`config.mk`:
```
export PLATFORM = sky130hd
export DESIGN_NAME = ppg_shape_gen
export DESIGN_NICKNAME = d
export VERILOG_FILES = /design/src/rtl/ppg_shape_gen.sv
export SDC_FILE = /design/constraint.sdc
export NUM_CORES = 1
export LEC_CHECK = 0
export CAP_MARGIN = 25
export CORE_UTILIZATION = 40
export CTS_CLUSTER_DIAMETER = 200
export CTS_CLUSTER_SIZE = 25
export DETAILED_ROUTE_END_ITERATION = 6
export GPL_ROUTABILITY_DRIVEN = 0
export MAX_ROUTING_LAYER = met4
export PLACE_DENSITY = 0.68
export SLEW_MARGIN = 5
export SYNTH_ARGS = -nofsm -noshare
export SYNTH_HDL_FRONTEND = slang
export SYNTH_SLANG_ARGS = --single-unit
```
`constraint.sdc`:
```
create_clock -name CLK -period 1.95 [get_ports CLK]
set_input_delay 0.39 -clock CLK [delete_from_list [all_inputs] [get_ports CLK]]
set_output_delay 0.39 -clock CLK [all_outputs]
set_load 0.1 [all_outputs]
```
`src/rtl/ppg_shape_gen.sv`:
```
// Free-running 8-bit triangle (0..255..0) stepping once every SHAPE_DIV clocks.
module ppg_shape_gen #(
  parameter int SHAPE_DIV = 2
) (
  input  logic       CLK,
  input  logic       rst_n,
  output logic [7:0] shape
);
  localparam int DW = (SHAPE_DIV > 1) ? $clog2(SHAPE_DIV) : 1;

  logic [DW-1:0] div_cnt;
  logic          down;
  logic          tick;

  assign tick = (div_cnt == DW'(SHAPE_DIV - 1));

  always_ff @(posedge CLK or negedge rst_n) begin
    if (!rst_n) begin
      div_cnt <= '0;
      shape   <= '0;
      down    <= 1'b0;
    end else begin
      div_cnt <= tick ? '0 : div_cnt + DW'(1);
      if (tick) begin
        // Turn around at the rails so neither extreme is held for two steps
        if (!down) begin
          if (shape == 8'hFF) begin
            shape <= 8'hFE;
            down  <= 1'b1;
          end else shape <= shape + 8'd1;
        end else begin
          if (shape == 8'h00) begin
            shape <= 8'h01;
            down  <= 1'b0;
          end else shape <= shape - 8'd1;
        end
      end
    end
  end

endmodule

```
Word level (Yosys, flattened, before mapping)
Index checks and enable logic that the tools add are counted.
{"block": "classes", "addsub": 3, "n_eq_ne": 1, "muxes": 7, "n_reduce_logical": 1}
{"operator": "two-way mux 8 bit", "n": 3}
{"operator": "adder 8 x 1 -> 8 bit, second input constant", "n": 1}
{"operator": "== test 8 bit, second input constant", "n": 1}
{"operator": "logical NOT 8 bit", "n": 1}
{"operator": "subtractor 8 x 1 -> 8 bit, second input constant", "n": 1}
{"operator": "two-way mux 1 bit", "n": 4}
{"operator": "adder 1 bit, second input constant", "n": 1}
{"block": "totals", "reg_bits": 10, "inputBits": 2, "output_inout_bits": 8, "word_cells": 15}

Depth between registers and ports, before layout
Gate-level depths: netlist of the first run.
{"block": "logic_depth", "ltp_word": 3, "ltp_mapped": 6, "depth_no_buf": 6}

Least setup slack after synthesis of the first run
OpenSTA, ideal clock, no wires.
{"block": "synth_timing", "kind": "register -> register", "start": "reg shape[1]", "end": "reg shape[0]", "setup_time_ns": 0.120, "arrival_ns": 2.095, "required_time_ns": 1.830, "path_slack_ns": -0.265, "stages_incl_launch_ff": 5, "path_buffers": 0, "synth_period_minus_slack_ns": 2.215, "cell_sequence": "dfrtp_1 -> ha_1 -> nor2b_1 -> nand4_1 -> a31o_2"}
{"block": "synth_between", "elab_chain_cells": 3, "word_cells_on_any_way": 5, "classes_between": "eq/ne (1); mux (3); reduce/logical (1)"}
{"element": "start, declared", "line_no": "7", "text": "output logic [7:0] shape"}
{"element": "start signal, assigned", "line_no": "30", "text": "end else shape <= shape + 8'd1;"}
{"element": "start signal, assigned", "line_no": "35", "text": "end else shape <= shape - 8'd1;"}
{"element": "== test 8 bit / logical NOT 8 bit (equally long branches)", "line_no": "27, 32"}
{"element": "two-way mux 8 bit (on tied branches)", "line_no": "27, 32"}
{"element": "two-way mux 8 bit (*)", "line_no": "26", "text": "if (!down) begin"}
Every way passes the cells marked *; elsewhere a longest branch is shown, timed or not.
A chain may end at the register's enable or synchronous reset.

Worst setup path after layout of the first run
{"block": "layout_timing", "start": "reg shape[0]", "end": "reg shape[5]"}
{"block": "layout_between", "elab_chain_cells": 3, "word_cells_on_any_way": 7, "classes_between": "add/sub (2); eq/ne (1); mux (3); reduce/logical (1)"}
{"element": "adder 8 x 1 -> 8 bit, or another cell as far along", "line_no": "30"}
{"element": "two-way mux 8 bit (on tied branches)", "line_no": "27, 32"}
{"element": "two-way mux 8 bit (*)", "line_no": "26"}
Marked as above.

==> results of run 1 <==
## per-layer routing
| metal | up-vias | global-route usage | share of wire |
|---|---|---|---|
| li1 | 361 | - | - |
| met1 | 359 | 0.279 | 0.45 |
| met2 | 22 | 0.318 | 0.47 |
| met3 | 6 | 0.0588 | 0.055 |
| met4 | 0 | 0.106 | 0.027 |
| met5 | - | - | 0 |
## layout make-up
type | instances | area (um2)
Fill cell | 167 | 787
Inverter | 4 | 15.0
Clock buffer | 4 | 26.3
Sequential cell | 10 | 258
Multi-Input combinational cell | 71 | 480
Tap cell | 25 | 31.3
Timing Repair Buffer | 11 | 185
## placed cells by master (no fill, tap or decap), types with 3 or more instances in the layout
master | Yosys | layout
o21ai_0 | 11 | 11
nand2_1 | 8 | 8
buf_12 | 0 | 8
nor2_1 | 6 | 6
dfrtp_2 | 0 | 6
inv_1 | 4 | 4
dfrtp_1 | 10 | 4
a31oi_1 | 3 | 3
and2_1 | 3 | 3
nand3_1 | 3 | 3
ha_1 | 3 | 3
clkbuf_4 | 0 | 3
## registers in the layout (all words and copies together) (netlist names)
name and count:
shape 8, div_cnt 1, down 1
## power by group
part	leakage, nW	total [mW]	internal, mW	switching [mW]
logic	0.272	0.00587	0.00176	0.00411
registers	0.118	0.207	0.207	0
clock network	0.0150	0.159	0.0794	0.0799
## how the worst max path moves through the flow
stage          slack, ns      from       end  cells after the start
2_1_floorplan      0.003  shape[7]  shape[5]                      4
3_3_place_gp        0.25  shape[0]  shape[5]                      6
3_5_place_dp        0.16  shape[0]  shape[5]                      6
4_1_cts             0.13  shape[0]  shape[5]                      6
5_1_grt            -0.04  shape[0]  shape[4]                      6
6_report            0.13  shape[0]  shape[5]                      6
## logic make-up (layout without fill, tap and decap cells)
kind of cell / count (synthesis) / count (layout) / share of synthesized area
muxes: 2 / 2 / 0.0255
AOI/OAI and AO/OA: 28 / 28 / 0.238
and+or+nand+nor: 38 / 38 / 0.301
DFF: 10 / 10 / 0.319
buffers and inverters: 9 / 19 / 0.0686
adders and majority gates: 3 / 3 / 0.0479
## timing repair
| action | in CTS | in global routing |
|---|---|---|
| hold buffers | 0 | 0 |
| setup endpoints to repair | 0 | 1 |
| buffers inserted | 0 | 1 |
## per-stage QoR
step | total power [mW] | util | TNS [ns]
6_report | 0.372 | 0.559 | 0
5_1_grt | 0.388 | 0.559 | -0.0401
4_1_cts | 0.378 | 0.554 | 0
3_5_place_dp | 0.217 | 0.540 | 0
3_3_place_gp | 0.217 | 0.540 | 0
2_1_floorplan | 0.211 | - | 0
## worst max-delay path: stages, from the launching register on
cell and delay (ns):
dfrtp_2 0.48, inv_1 0.12, ha_1 0.20, or4b_4 0.50, nand3_2 0.09, nand2_1 0.05
a32o_1 0.25
==> flow_metrics.tcl, run 1 <==
set metrics [dict create \
    gr-total-overflow 0 \
    grtUsageTotal 0.219 \
    cap_violations 0 \
    cts_max_level 1 \
    clock-sinks 10 \
    drt-initial-drc-count 32 \
    fmax_ghz 0.549 \
    cp-end-kind "flip-flop" \
    cts_tree "built" \
    synth_edf_count 0 \
    status "complete, no violations" \
    ioPinCount 10 \
    powerDensity_mw_per_mm2 374 \
    leakage_nw 0.405 \
    critical_path.max_fanout 9 \
    num_antenna_cells 0 \
    antenna_left 0 \
    startpoint_type "flip-flop" \
    cts_root_buf "clkbuf_4" \
    core_area_mm2 0.00178 \
    ys_ff_latch 10 \
    drc_errors 0 \
    fin_cells 125 \
    ir_drop_v 0.000316 \
    hold_viol_final 0 \
    cts_resized 0 \
    port_buffers 9 \
    synthFlopType "dfrtp_1" \
    dr.pass1.iters 4 \
    async_flop_share 1.00 \
    setup_violations 0 \
    placed_cells 120 \
    synthToLayoutAreaGrowth_pct 27.0 \
    antenna_found_initial 0 \
    clk_latency_ns 0.28 \
    initial_utilization 0.440 \
    maxSlewViolCount 0 \
    whs_ns 0.427 \
    skew_ns 0.0137 \
    post-place-ws_ns 0.161 \
    synth_area_per_cell_um2 8.72 \
    critical_path_required_ns 2.11 \
    fin_nets 106 \
    crit_arrival_ns 1.98 \
    rr_startpoint "shape[0]" \
    drive_gt1_frac 0.250 \
    cts_made_buffers 3 \
    synth_top_area_frac 0.319 \
    die-width_um 46.3 \
    yosysMostFrequentCell "o21ai_0" \
    ys_warn_count 0 \
    worst_slew_pin_slew_ns 0.478 \
    synth_area_um2 785 \
    path_clk_slew_ns 0.07 \
    dpl.hpwl_um 1270 \
    min_period_ns 1.82 \
    grt_pass1_vias 665 \
    synth_cell_types 38 \
    rr_endpoint "shape[5]" \
    critPathKind "flip-flop to flip-flop" \
    post-route-period-util 0.935 \
    synth_area_leaders "dfrtp_1 (32%), o21ai_0 (7.0%), ha_1 (4.8%)" \
    cts_buffer_depth 2 \
    drt-total-wl_um 1880 \
    die_y_um 46.3 \
    grt_pass1_wl_um 3140 \
    design_area_um2 996 \
    ys_seq_area_frac 0.319 \
    slew_headroom 0.680 \
    vias_per_cell 5.98 \
    synth_common_cells "o21ai_0 (11), dfrtp_1 (10), nand2_1 (8)" \
    r2r_cells 6 \
    avgRoutedWirePerCell_um 15.1 \
    num_vias 748 \
    die_area_mm2 0.00214 \
    r2r_slack_ns 0.13 \
    netlist_instances 90 \
    yosys.area.top_type "dfrtp_1" \
    grt_start_max_net_pins 16 \
    post_dp_cell_area_um2 962 \
    hold_class "input pin to asynchronous set/reset pin" \
    worst_slack_ns 0.127 \
    std_cell_rows 15 \
    synth_nets 95 \
]
No activity file was read; power rests on OpenSTA's default activity.
==> run 2, diff against run 1 <==
--- a/config.mk
+++ b/config.mk
@@ -6,13 +6,13 @@
 export NUM_CORES = 1
 export LEC_CHECK = 0
 export CAP_MARGIN = 25
-export CORE_UTILIZATION = 40
+export CORE_UTILIZATION = 53
 export CTS_CLUSTER_DIAMETER = 200
 export CTS_CLUSTER_SIZE = 25
 export DETAILED_ROUTE_END_ITERATION = 6
 export GPL_ROUTABILITY_DRIVEN = 0
 export MAX_ROUTING_LAYER = met4
-export PLACE_DENSITY = 0.68
+export PLACE_DENSITY = 0.84
 export SLEW_MARGIN = 5
 export SYNTH_ARGS = -nofsm -noshare
 export SYNTH_HDL_FRONTEND = slang
==> run 2 against run 1 <==
Against the previous run: clock skew shrank 0.011 ns; largest cell class unchanged; core utilization increased by 18 points; wire length up 2.6%; register-to-register slack better by 0.02 ns; final cell count is 8.8% lower; global-route usage is 8.7 points higher; first-iteration DRC count is 28% lower; critical path depth unchanged; flip-flop and latch count did not move; clock power rose by 26%; die area down 24%.
==> flow_metrics.tcl, run 2 (synthesis results as in run 1) <==
set metrics [dict create \
    status "complete, no violations" \
    drive_gt1_frac 0.253 \
    startpoint_type "flip-flop" \
    cts_made_buffers 3 \
    num_antenna_cells 0 \
    critPathKind "flip-flop to flip-flop" \
    leakage_nw 0.407 \
    clock-sinks 10 \
    worst_slack_ns 0.145 \
    setup_violations 0 \
    utilization 0.739 \
    std_cell_rows 13 \
    skew_ns 0.00265 \
    ir_drop_v 0.000357 \
    core_area_mm2 0.00133 \
    antenna_left 0 \
    drt-initial-drc-count 23 \
    worst_slew_pin_slew_ns 0.480 \
    die-width_um 40.5 \
    ioPinCount 10 \
    crit_start "shape[0]" \
    post-cts-setup-buffers 0 \
    layout_commonest_cell "o21ai_0" \
    initial_utilization 0.588 \
    cts_root_buf "clkbuf_4" \
    cap_violations 0 \
    placed_cells 110 \
    hold_viol_final 0 \
    largest-register "shape" \
    avgRoutedWirePerCell_um 16.9 \
    path_clk_slew_ns 0.08 \
    cts_buffer_depth 2 \
    drc_errors 0 \
    post-place-ws_ns 0.175 \
    grt_pass1_wl_um 3160 \
    critical_path_required_ns 2.12 \
    r2r_cells 6 \
    post_dp_cell_area_um2 950 \
    grt_setup_unrepaired "no" \
    clockPowerShare 0.486 \
    holdBufCountCts 0 \
    mostFrequentLayoutCells "o21ai_0 (11), nand2_1 (8), buf_12 (8)" \
    drt-total-wl_um 1930 \
    fin_cells 114 \
    die_y_um 40.5 \
    grt_start_max_net_pins 16 \
    p_comb_frac 0.014 \
    fin_nets 105 \
    fillCellCount 89 \
    grt_pass1_vias 707 \
    synthToLayoutAreaGrowth_pct 25.7 \
    crit_arrival_ns 1.97 \
    gr-total-overflow 0 \
    r2r_slack_ns 0.15 \
    slew_headroom 0.679 \
    num_vias 752 \
    cts_max_level 1 \
    clk_latency_ns 0.28 \
    seq_area_um2 258 \
    grtUsageTotal 0.307 \
    min_period_ns 1.80 \
    rr_startpoint "shape[0]" \
    dr.pass1.iters 4 \
    p_int_uw 323 \
    die_area_mm2 0.00164 \
    cp-end-kind "flip-flop" \
    largest_reg_flops 8 \
    port_buffers 9 \
    power.net_switching_uw 91.7 \
    power_frac_seq 0.500 \
    critical_path.max_fanout 9 \
    design_area_um2 986 \
    antenna_found_initial 0 \
    reg_top3 "shape (8), div_cnt (1), down (1)" \
    vias_per_cell 6.60 \
    fmax_ghz 0.554 \
    post-route-period-util 0.926 \
    dpl.hpwl_um 1300 \
    hold_class "input pin to asynchronous set/reset pin" \
    cts_resized 0 \
    setup_tns_ns 0 \
    p_sw_frac 0.221 \
    multiInputGateArea_um2 480 \
    cts_tree "built" \
    maxSlewViolCount 0 \
    powerDensity_mw_per_mm2 420 \
]
run 2: changes by cell type in the layout (fill, tap and decap cells not counted):
cell	delta
clkbuf_8	+1
clkbuf_1	-1
buf_4	-1
run 2: routing by layer:
layer,GRT usage,vias to the layer above,share of wire
met5,-,-,0
met4,0.158,0,0.013
met3,0.0889,3,0.065
met2,0.433,36,0.48
met1,0.391,353,0.44
li1,-,360,-
run 2: worst max-delay path, cell delays in order (launching register included):
cell	delay (ns)
dfrtp_2	0.49
inv_1	0.14
ha_1	0.19
nor4b_2	0.29
and2_1	0.21
o21ai_0	0.08
a32o_1	0.28
run 2: metrics by stage:
stage / total power, mW / hold slack (ns)
3_3_place_gp: 0.217 / 0.590
3_5_place_dp: 0.218 / 0.600
6_report: 0.414 / 0.431
2_1_floorplan: 0.211 / 0.0944
4_1_cts: 0.415 / 0.454
5_1_grt: 0.426 / 0.485
run 2: cell type report:
class,count,area share
tap,15,0.0190
inverter,4,0.0152
clock buffer,4,0.0368
sequential,10,0.261
timing repair buffer,10,0.180
multi-input combinational,71,0.487
run 2: power groups by stage:
| stage | combinational [mW] | sequential, mW | clock [mW] |
|---|---|---|---|
| after floorplan | 0.000000213 | 0.211 | 0 |
| after CTS | 0.00630 | 0.207 | 0.201 |
| after global placement | 0.00615 | 0.211 | 0 |
| after global routing | 0.00714 | 0.207 | 0.212 |
| after detailed placement | 0.00627 | 0.211 | 0 |
| final | 0.00589 | 0.207 | 0.201 |
run 2: path summary, 6_finish.rpt:
check | to
worst max-delay path | shape[2]
worst min-delay path | div_cnt
worst max register to register | shape[2]
worst min register to register | shape[6]
max in group asynchronous | shape[1]
min in group CLK | shape[6]
==> run 3, diff against run 2 <==
--- a/config.mk
+++ b/config.mk
@@ -6,6 +6,7 @@
 export NUM_CORES = 1
 export LEC_CHECK = 0
 export CAP_MARGIN = 25
+export CORE_MARGIN = 2
 export CORE_UTILIZATION = 53
 export CTS_CLUSTER_DIAMETER = 200
 export CTS_CLUSTER_SIZE = 25
@@ -13,6 +14,7 @@
 export GPL_ROUTABILITY_DRIVEN = 0
 export MAX_ROUTING_LAYER = met4
 export PLACE_DENSITY = 0.84
+export RECOVER_POWER = 100
 export SLEW_MARGIN = 5
 export SYNTH_ARGS = -nofsm -noshare
 export SYNTH_HDL_FRONTEND = slang
==> run 3 against run 2 <==
Against the previous run: cell area decreased by 4.2%; maximum frequency increased by 0.57%; critical path depth unchanged; sequential share of layout area increased by 0.61 points; core utilization decreased by 3.1 points; critical path type unchanged; critical endpoint is now shape[5]; highest routed layer unchanged.
==> flow_metrics.tcl, run 3 (synthesis results as in run 1) <==
set metrics [dict create \
    clock-sinks 10 \
    post-place-ws_ns 0.167 \
    grt_pass1_vias 643 \
    clk_latency_ns 0.27 \
    antenna_left 0 \
    std_cell_rows 13 \
    post-cts-setup-buffers 0 \
    holdBufCountCts 0 \
    status "complete, no violations" \
    initial_utilization 0.588 \
    grt_setup_unrepaired "no" \
    path_clk_slew_ns 0.07 \
    num_vias 741 \
    post-route-period-util 0.920 \
    startpoint_type "flip-flop" \
    gr-total-overflow 0 \
    powerDensity_mw_per_mm2 431 \
    hold_viol_final 0 \
    grt_pass1_wl_um 3070 \
    dr.pass1.iters 4 \
    critPathKind "flip-flop to flip-flop" \
    setup_tns_ns 0 \
    layout_commonest_cell "o21ai_0" \
    critical_path.max_fanout 9 \
    skew_ns 0.00120 \
    cts_made_buffers 3 \
    cap_violations 0 \
    drive_gt1_frac 0.212 \
    cts_tree "built" \
    core_area_mm2 0.00133 \
    leakage_nw 0.400 \
    min_period_ns 1.79 \
    ioPinCount 10 \
    worst_slack_ns 0.156 \
    antenna_found_initial 0 \
    fmax_ghz 0.557 \
    largest-register "shape" \
    num_antenna_cells 0 \
    die_area_mm2 0.00180 \
    slew_headroom 0.643 \
    cts_resized 0 \
    die_y_um 42.5 \
    cts_buffer_depth 2 \
    synthToLayoutAreaGrowth_pct 20.4 \
    fin_nets 105 \
    drt-initial-drc-count 18 \
    avgRoutedWirePerCell_um 15.5 \
    port_buffers 9 \
    worst_slew_pin_slew_ns 0.538 \
    dpl.hpwl_um 1290 \
    hold_class "input pin to asynchronous set/reset pin" \
    drt-total-wl_um 1770 \
    cts_root_buf "clkbuf_4" \
    reg_top3 "shape (8), div_cnt (1), down (1)" \
    cts_max_level 1 \
    cp-end-kind "flip-flop" \
    die-width_um 42.5 \
    utilization 0.708 \
    grt_start_max_net_pins 16 \
    setup_violations 0 \
    vias_per_cell 6.50 \
    ir_drop_v 0.000311 \
    critical_path_required_ns 2.11 \
    maxSlewViolCount 0 \
    crit_arrival_ns 1.96 \
    grtUsageTotal 0.229 \
    drc_errors 0 \
    largest_reg_flops 8 \
    mostFrequentLayoutCells "o21ai_0 (11), nand2_1 (8), dfrtp_1 (8)" \
]
==> run 3: changes by cell type in the layout (fill, tap and decap cells not counted), sizes merged <==
cell / delta
clkbuf: +2
clkdlybuf4s50: -1
buf: -2
dlygate4sd3: +1
==> run 3: critical path, stage by stage, from the launching register on <==
cell,delay (ns)
dfrtp_2,0.48
inv_1,0.12
ha_1,0.18
or4b_4,0.48
nand3_2,0.09
nand2_1,0.06
a32o_1,0.28
==> run 3: worst paths after layout <==
path	start	endpoint	slack, ns	cells past startpoint
min in group CLK	shape[1]	shape[1]	0.69	2
hold reg to reg	shape[1]	shape[1]	0.69	2
max in group asynchronous	rst_n	shape[0]	1.09	1
setup / recovery	shape[0]	shape[5]	0.16	6
setup reg to reg	shape[0]	shape[5]	0.16	6
hold / removal	rst_n	shape[2]	0.51	1
==> run 3: layer usage <==
layer  up-vias  wire length (um)  track usage
li1        363                 -            -
met1       346               791        0.316
met2        30               831        0.326
met3         2               122       0.0302
met4         0                23        0.113
met5         -                 0            -
==> run 3: per-stage QoR <==
step           power [mW]  hold WS (ns)  cells  area [um2]
3_5_place_dp        0.217         0.595    110         950
6_report            0.407         0.511    114         945
2_1_floorplan       0.211        0.0944     90         792
4_1_cts             0.408         0.461    114         986
3_3_place_gp        0.217         0.596    110         950
5_1_grt             0.423         0.561    114         945
==> run 3: cell type report <==
type	instances	area [um2]
multi-input combinational	71	474
fill	94	389
sequential	10	253
timing repair buffer	10	148
clock buffer	4	36.3
tap	15	18.8
inverter	4	15.0
==> run 3: where the power goes <==
group	leakage, nW	internal, mW	switching [mW]
combinational	0.258	0.00137	0.00412
sequential	0.122	0.207	0
clock	0.0210	0.114	0.0809
total	0.400	0.322	0.0850
